$ cat src/rtl/alarme_pkg.sv
// alarme_pkg: shared encodings and defaults for the controle_alarme anti-theft sequencer.
// Contents: state_t (3-bit state codes, also visible on state_o), time_sel codes,
// and the reset values of the four programmable delays (in seconds).
package alarme_pkg;

  // State codes are fixed because they leave the block on state_o for debug.
  typedef enum logic [2:0] {
    ST_ARMED      = 3'd0,
    ST_TRIGGERED  = 3'd1,
    ST_SOUND      = 3'd2,
    ST_DISARMED   = 3'd3,
    ST_WAIT_OPEN  = 3'd4,
    ST_WAIT_CLOSE = 3'd5,
    ST_ARM_DELAY  = 3'd6
  } state_t;

  // time_sel codes for the reprogram strobe
  localparam logic [1:0] SEL_ARM    = 2'd0;
  localparam logic [1:0] SEL_DRIVER = 2'd1;
  localparam logic [1:0] SEL_PASS   = 2'd2;
  localparam logic [1:0] SEL_ALARM  = 2'd3;

  // Delay defaults, seconds
  localparam int DEF_T_ARM    = 6;
  localparam int DEF_T_DRIVER = 8;
  localparam int DEF_T_PASS   = 15;
  localparam int DEF_T_ALARM  = 10;

endpackage

$ cat src/rtl/temporizador.sv
// temporizador: 1 s prescaler plus TW-bit countdown in seconds.
// Ports: clock, reset (async, active-high), load/value (start a countdown of value
// seconds and clear the prescaler), tick (1-cycle pulse at prescaler wrap), expired
// (1-cycle pulse, N*CLK_PER_SEC+1 cycles after a load of N). Loading 0 just idles it.
module temporizador #(
  parameter int CLK_PER_SEC = 100,
  parameter int TW          = 4
) (
  input  logic          clock,
  input  logic          reset,
  input  logic          load,
  input  logic [TW-1:0] value,
  output logic          tick,
  output logic          expired
);

  localparam int PW = (CLK_PER_SEC > 1) ? $clog2(CLK_PER_SEC) : 1;
  localparam logic [PW-1:0] PRESC_LAST = PW'(CLK_PER_SEC - 1);

  logic [PW-1:0] presc;
  logic [TW-1:0] count;

  // Combinational so the tick lines up with the last prescaler cycle of each second.
  assign tick = (presc == PRESC_LAST);

  always_ff @(posedge clock or posedge reset) begin
    if (reset) begin
      presc   <= '0;
      count   <= '0;
      expired <= 1'b0;
    end else if (load) begin
      // A new load restarts the second boundary as well, so the first tick
      // arrives a full CLK_PER_SEC cycles later.
      presc   <= '0;
      count   <= value;
      expired <= 1'b0;
    end else begin
      presc <= tick ? '0 : presc + PW'(1);
      // Registered: the pulse appears the cycle after the tick that reaches zero.
      expired <= tick && (count == TW'(1));
      if (tick && (count != '0)) begin
        count <= count - TW'(1);
      end
    end
  end

endmodule

$ cat src/rtl/controle_alarme.sv
// controle_alarme: anti-theft sequencer gating the fuel-pump enable, siren and status LED.
// Ports: clock, reset (async, active-high); ignition, door_driver, door_pass inputs;
// reprogram/time_sel/time_val delay writes; pump_allow, siren, status_led, state_o.
// Build option: define SIREN_PULSE_EN for an intermittent siren (toggles each second).
module controle_alarme
  import alarme_pkg::*;
#(
  parameter int CLK_PER_SEC  = 100,
  parameter int TW           = 4,
  parameter int T_ARM_DEF    = DEF_T_ARM,
  parameter int T_DRIVER_DEF = DEF_T_DRIVER,
  parameter int T_PASS_DEF   = DEF_T_PASS,
  parameter int T_ALARM_DEF  = DEF_T_ALARM
) (
  input  logic          clock,
  input  logic          reset,
  input  logic          ignition,
  input  logic          door_driver,
  input  logic          door_pass,
  input  logic          reprogram,
  input  logic [1:0]    time_sel,
  input  logic [TW-1:0] time_val,
  output logic          pump_allow,
  output logic          siren,
  output logic          status_led,
  output logic [2:0]    state_o
);

  state_t        state;
  state_t        state_nxt;

  logic [TW-1:0] t_arm;
  logic [TW-1:0] t_driver;
  logic [TW-1:0] t_pass;
  logic [TW-1:0] t_alarm;

  logic          tmr_load;
  logic [TW-1:0] tmr_value;
  logic          tick;
  logic          expired;

  // A zero delay would never expire, so it is stored as one second.
  logic [TW-1:0] time_val_clamped;
  assign time_val_clamped = (time_val == '0) ? TW'(1) : time_val;

  logic any_door;
  assign any_door = door_driver | door_pass;

  temporizador #(
    .CLK_PER_SEC (CLK_PER_SEC),
    .TW          (TW)
  ) u_tmr (
    .clock   (clock),
    .reset   (reset),
    .load    (tmr_load),
    .value   (tmr_value),
    .tick    (tick),
    .expired (expired)
  );

  // Next-state and timer-load decision. Priority in every state:
  // reprogram > ignition > doors > expired.
  always_comb begin
    state_nxt = state;
    tmr_load  = 1'b0;
    tmr_value = '0;
    if (reprogram) begin
      // Loading zero clears the countdown without ever raising expired.
      state_nxt = ST_ARMED;
      tmr_load  = 1'b1;
    end else begin
      case (state)
        ST_ARMED: begin
          if (ignition) begin
            state_nxt = ST_DISARMED;
          end else if (door_driver) begin
            // Driver door wins when both open together.
            state_nxt = ST_TRIGGERED;
            tmr_load  = 1'b1;
            tmr_value = t_driver;
          end else if (door_pass) begin
            state_nxt = ST_TRIGGERED;
            tmr_load  = 1'b1;
            tmr_value = t_pass;
          end
        end
        ST_TRIGGERED: begin
          // Further door activity is ignored so the entry delay is not extended.
          if (ignition) begin
            state_nxt = ST_DISARMED;
          end else if (expired) begin
            state_nxt = ST_SOUND;
            tmr_load  = 1'b1;
            tmr_value = t_alarm;
          end
        end
        ST_SOUND: begin
          if (ignition) begin
            state_nxt = ST_DISARMED;
          end else if (any_door) begin
            // Keep the siren-hold countdown pinned while a door stays open.
            tmr_load  = 1'b1;
            tmr_value = t_alarm;
          end else if (expired) begin
            state_nxt = ST_ARMED;
          end
        end
        ST_DISARMED: begin
          if (!ignition) begin
            state_nxt = ST_WAIT_OPEN;
          end
        end
        ST_WAIT_OPEN: begin
          if (ignition) begin
            state_nxt = ST_DISARMED;
          end else if (door_driver) begin
            state_nxt = ST_WAIT_CLOSE;
          end
        end
        ST_WAIT_CLOSE: begin
          if (ignition) begin
            state_nxt = ST_DISARMED;
          end else if (!any_door) begin
            state_nxt = ST_ARM_DELAY;
            tmr_load  = 1'b1;
            tmr_value = t_arm;
          end
        end
        ST_ARM_DELAY: begin
          if (ignition) begin
            state_nxt = ST_DISARMED;
          end else if (any_door) begin
            // Exit delay restarts from scratch once the doors close again.
            state_nxt = ST_WAIT_CLOSE;
          end else if (expired) begin
            state_nxt = ST_ARMED;
          end
        end
        default: begin
          state_nxt = ST_ARMED;
        end
      endcase
    end
  end

`ifdef SIREN_PULSE_EN
  // Set while the previous cycle was in SOUND; distinguishes SOUND entry
  // (siren forced on) from a toggle-off phase.
  logic in_sound;
`endif

  always_ff @(posedge clock or posedge reset) begin
    if (reset) begin
      state      <= ST_ARMED;
      pump_allow <= 1'b0;
      siren      <= 1'b0;
      status_led <= 1'b0;
      t_arm      <= TW'(T_ARM_DEF);
      t_driver   <= TW'(T_DRIVER_DEF);
      t_pass     <= TW'(T_PASS_DEF);
      t_alarm    <= TW'(T_ALARM_DEF);
`ifdef SIREN_PULSE_EN
      in_sound   <= 1'b0;
`endif
    end else begin
      state <= state_nxt;

      if (reprogram) begin
        case (time_sel)
          SEL_ARM:    t_arm    <= time_val_clamped;
          SEL_DRIVER: t_driver <= time_val_clamped;
          SEL_PASS:   t_pass   <= time_val_clamped;
          SEL_ALARM:  t_alarm  <= time_val_clamped;
          default:    t_arm    <= time_val_clamped;
        endcase
      end

      // Outputs are derived from the current state, so they trail state_o by one cycle.
      pump_allow <= (state == ST_DISARMED);

      if (state == ST_ARMED) begin
        status_led <= status_led ^ tick;
      end else begin
        status_led <= (state == ST_TRIGGERED) || (state == ST_SOUND);
      end

`ifdef SIREN_PULSE_EN
      in_sound <= (state == ST_SOUND);
      if (state == ST_SOUND) begin
        siren <= in_sound ? (siren ^ tick) : 1'b1;
      end else begin
        siren <= 1'b0;
      end
`else
      siren <= (state == ST_SOUND);
`endif
    end
  end

  assign state_o = state;

endmodule
$ cat config.mk
export PLATFORM = sky130hd
export DESIGN_NAME = controle_alarme
export DESIGN_NICKNAME = d
export VERILOG_FILES = /design/src/rtl/alarme_pkg.sv /design/src/rtl/temporizador.sv /design/src/rtl/controle_alarme.sv
export SDC_FILE = /design/constraint.sdc
export NUM_CORES = 1
export LEC_CHECK = 0
export BUFFER_PORTS_ARGS = -buffer_cell sky130_fd_sc_hd__buf_2
export CORE_UTILIZATION = 50
export DETAILED_ROUTE_END_ITERATION = 8
export PLACE_DENSITY = 0.7
export RECOVER_POWER = 100
export SYNTH_ARGS = -nofsm -noshare
export SYNTH_HDL_FRONTEND = slang
export SYNTH_SLANG_ARGS = --single-unit
$ cat constraint.sdc
create_clock -name clock -period 2.2 [get_ports clock]
set_input_delay 0.11 -clock clock [delete_from_list [all_inputs] [get_ports clock]]
set_output_delay 0.11 -clock clock [all_outputs]
set_load 0.02 [all_outputs]
==> impl_metrics.env <==
export IMPL_fin_crit_ns=1.970
export IMPL_p_total_mw=1.704
export IMPL_crit_required_ns=2.44
export IMPL_worst_clock_skew_ns=0.009739
export IMPL_ys_types=38
export IMPL_cp_arrival_ns=2.21
export IMPL_h_tree_depth=2
export IMPL_path_buf_inv=1
export IMPL_grt_pass1_wl_um=5968
export IMPL_peakVddDrop_uv=594.6
export IMPL_clk_latency_ns=0.35
export IMPL_syn_inst=175
export IMPL_fin_tns_setup_ns=0
export IMPL_ys_flop_type="dfrtp_1"
export IMPL_syn_nets=190
export IMPL_clockBufferDepth=2
export IMPL_crit_slowest_cell="or3_1"
export IMPL_gp_congestion=0.7997
export IMPL_cts_clk_slew_worst_paths_ns=0.10
export IMPL_drive_gt1_share_pct=21.61
export IMPL_cts_tree="built"
export IMPL_synth_area_leader_cell="dfrtp_1"
export IMPL_multi_input_area_sq_um=848.3
export IMPL_fp_coreArea_sq_mm=0.003363
export IMPL_seqPwrFrac_pct=49.2
export IMPL_hold_path_class="input pin to flop"
export IMPL_max_cap_violations=0
export IMPL_tightest_slew_ns=0.8272
export IMPL_fill_cells=343
export IMPL_diodes=0
export IMPL_die_width_um=61.61
export IMPL_cp_end_kind="flop"
export IMPL_yosysTopAreaCellShare_pct=35.21
export IMPL_p_leak_nw=0.8271
export IMPL_grt_antenna_before_repair=0
export IMPL_io_pins=18
export IMPL_gr_total_overflow=0
export IMPL_grt_max_degree=35
export IMPL_post_cts_buffers=0
export IMPL_combPwrFrac_pct=29.0
export IMPL_crit_family="simple AND/OR/NAND/NOR gates"
export IMPL_synth_seq_area_share_pct=48.52
export IMPL_fmax_ghz=0.5076
export IMPL_drt_initial_drc_count=67
export IMPL_powerDensity_mw_per_mm2=865.2
export IMPL_drc_errors=0
export IMPL_rows=21
export IMPL_synth_common_cells="dfrtp_1 (25), nor2_1 (20), mux2_2 (13), a21oi_1 (12)"
export IMPL_ys_ff_latch=34
export IMPL_wl_per_cell_um=15.33
export IMPL_final_max_slew_viol_count=0
export IMPL_syn_cell_area_sq_mm=0.001777
export IMPL_p_sw_mw=0.5795
export IMPL_grt_use_total_pct=22.42
export IMPL_status="finished, final reports clean"
export IMPL_postSynthAreaPerCell_sq_um=10.15
export IMPL_final_nets=213
export IMPL_initial_utilization_pct=52.83
export IMPL_cts_buffers=5
export IMPL_area_delta_synth_final_pct=10.85
export IMPL_slowest_delay_ns=0.47
export IMPL_async_flop_share_pct=100.0
export IMPL_synth_edf_count=0
export IMPL_design_die_area_sq_mm=0.003796
export IMPL_viasPerCell=5.788
export IMPL_wl_um=3755
export IMPL_synth_most_common_cell="dfrtp_1"
export IMPL_switching_share_pct=34.01
export IMPL_regArea_sq_um=862.1
export IMPL_portBuffers=17
export IMPL_die_y_um=61.61
export IMPL_ys_warn_count=0
export IMPL_first_pass_iters=4
export IMPL_yosys_top_cells_area="dfrtp_1 (35%), dfstp_2 (13%), mux2_2 (8.2%)"
export IMPL_rsz0062_at_grt="no"
export IMPL_crit_chain="clkbuf_1 > nor4_1 > or3_1 > or2_4 > o22a_1"
export IMPL_cts_root_buffer="clkbuf_4"
export IMPL_p_int_mw=1.125
export IMPL_slew_headroom_pct=44.85
export IMPL_grt_pass1_vias=1370
export IMPL_reg2reg_slack_ns=0.23
export IMPL_setup_violations=0
export IMPL_dr_total_vias=1418
export IMPL_hold_buffers=1
export IMPL_crit_type="flop to flop"
export IMPL_cts_sinks=34
export IMPL_fin_crit_sh_pct=89.55
export IMPL_setup_worst_path_start_class="flop"
export IMPL_critPathMaxFanout=11
export IMPL_ant_nets=0
export IMPL_p_clk_share_pct=21.8
export IMPL_finalHoldViolations=0
export IMPL_cts_resized=0
export IMPL_hpwl_um=2733
[worst paths after layout]
| check | startpoint | end | cells past startpoint |
|---|---|---|---|
| worst min-delay path | ignition | state_o[2] | 2 |
| max in group asynchronous | reset | t_arm[3] | 4 |
| worst max-delay path | state_o[2] | u_tmr.count[3] | 5 |
| worst min register to register | u_tmr.presc[0] | u_tmr.presc[0] | 1 |
| worst max register to register | state_o[2] | u_tmr.count[3] | 5 |
| min in group asynchronous | reset | u_tmr.presc[5] | 4 |
[registers in the layout, summed over array words and instances, names as in the netlist]
register,count
pump_allow,1
t_arm,4
u_tmr.expired,1
u_tmr.presc,7
state_o,3
siren,1
u_tmr.count,4
status_led,1
t_driver,4
t_pass,4
t_alarm,4
[through the flow]
step	util (%)	setup WS (ns)	cell area, sq um	cells	hold WS [ns]
6_report	58.56	0.2300	1969	245	0.05073
5_1_grt	58.56	0.1134	1969	245	0.05013
4_1_cts	59.08	0.3315	1987	245	0.04056
3_5_place_dp	56.88	0.3522	1913	236	0.2350
3_3_place_gp	56.88	0.4214	1913	236	0.2186
2_1_floorplan	-	0.3807	1777	175	0.2449
[cell usage in the layout (no fill, tap or decap), types with 3 or more instances in the layout]
master     count
nand2b_1       3
ha_1           3
clkbuf_1       8
nor3b_1        3
nand3_1        9
nor3_1         5
dfrtp_1       25
dfstp_1        3
xnor2_1        5
o22a_1         4
nand2_1        8
dfstp_2        6
inv_1          6
o21ai_0        8
clkbuf_4       5
mux2_2        13
a22oi_1        4
a2bb2oi_1      4
a21oi_1       12
nor2_1        20
buf_2         11
[cell families (layout without fill, tap and decap cells)]
family / Yosys count / after routing / share of synthesized area (%)
flops: 34 / 34 / 48.52
xor+xnor: 7 / 7 / 3.451
mux: 13 / 13 / 8.239
simple gates: 61 / 61 / 17.61
compound gates: 44 / 44 / 16.34
fa+ha+maj: 3 / 3 / 2.113
buf+inv: 13 / 37 / 3.732
[power groups by stage]
stage | clock network (mW) | registers [mW] | logic (mW)
6_report | 0.371 | 0.839 | 0.494
4_1_cts | 0.384 | 0.840 | 0.511
5_1_grt | 0.411 | 0.851 | 0.543
3_3_place_gp | 0 | 0.842 | 0.489
2_1_floorplan | 0 | 0.865 | 0.336
3_5_place_dp | 0 | 0.852 | 0.507
[worst reg2reg max path, delay by kind of cell (launching register included)]
family          cells  cell delay (ns)
flops               1             0.39
compound gates      1             0.19
simple gates        3             0.89
buf+inv             1             0.38
[layer usage]
layer | GRT usage [%] | share of wire [%] | vias to the layer above
met1 | 26.44 | 41 | 695
li1 | - | - | 671
met5 | 0 | 0 | -
met4 | 15.87 | 3.1 | 0
met3 | 4.622 | 5.4 | 13
met2 | 36.41 | 50 | 39
[final cells by class]
type | count | share of cell area (%)
Multi-Input combinational cell | 128 | 43.07
Tap cell | 46 | 2.922
Clock inverter | 2 | 0.6353
Timing Repair Buffer | 23 | 5.845
Clock buffer | 6 | 2.605
Sequential cell | 34 | 43.77
Inverter | 6 | 1.144
No activity file was read; power rests on OpenSTA's default activity.
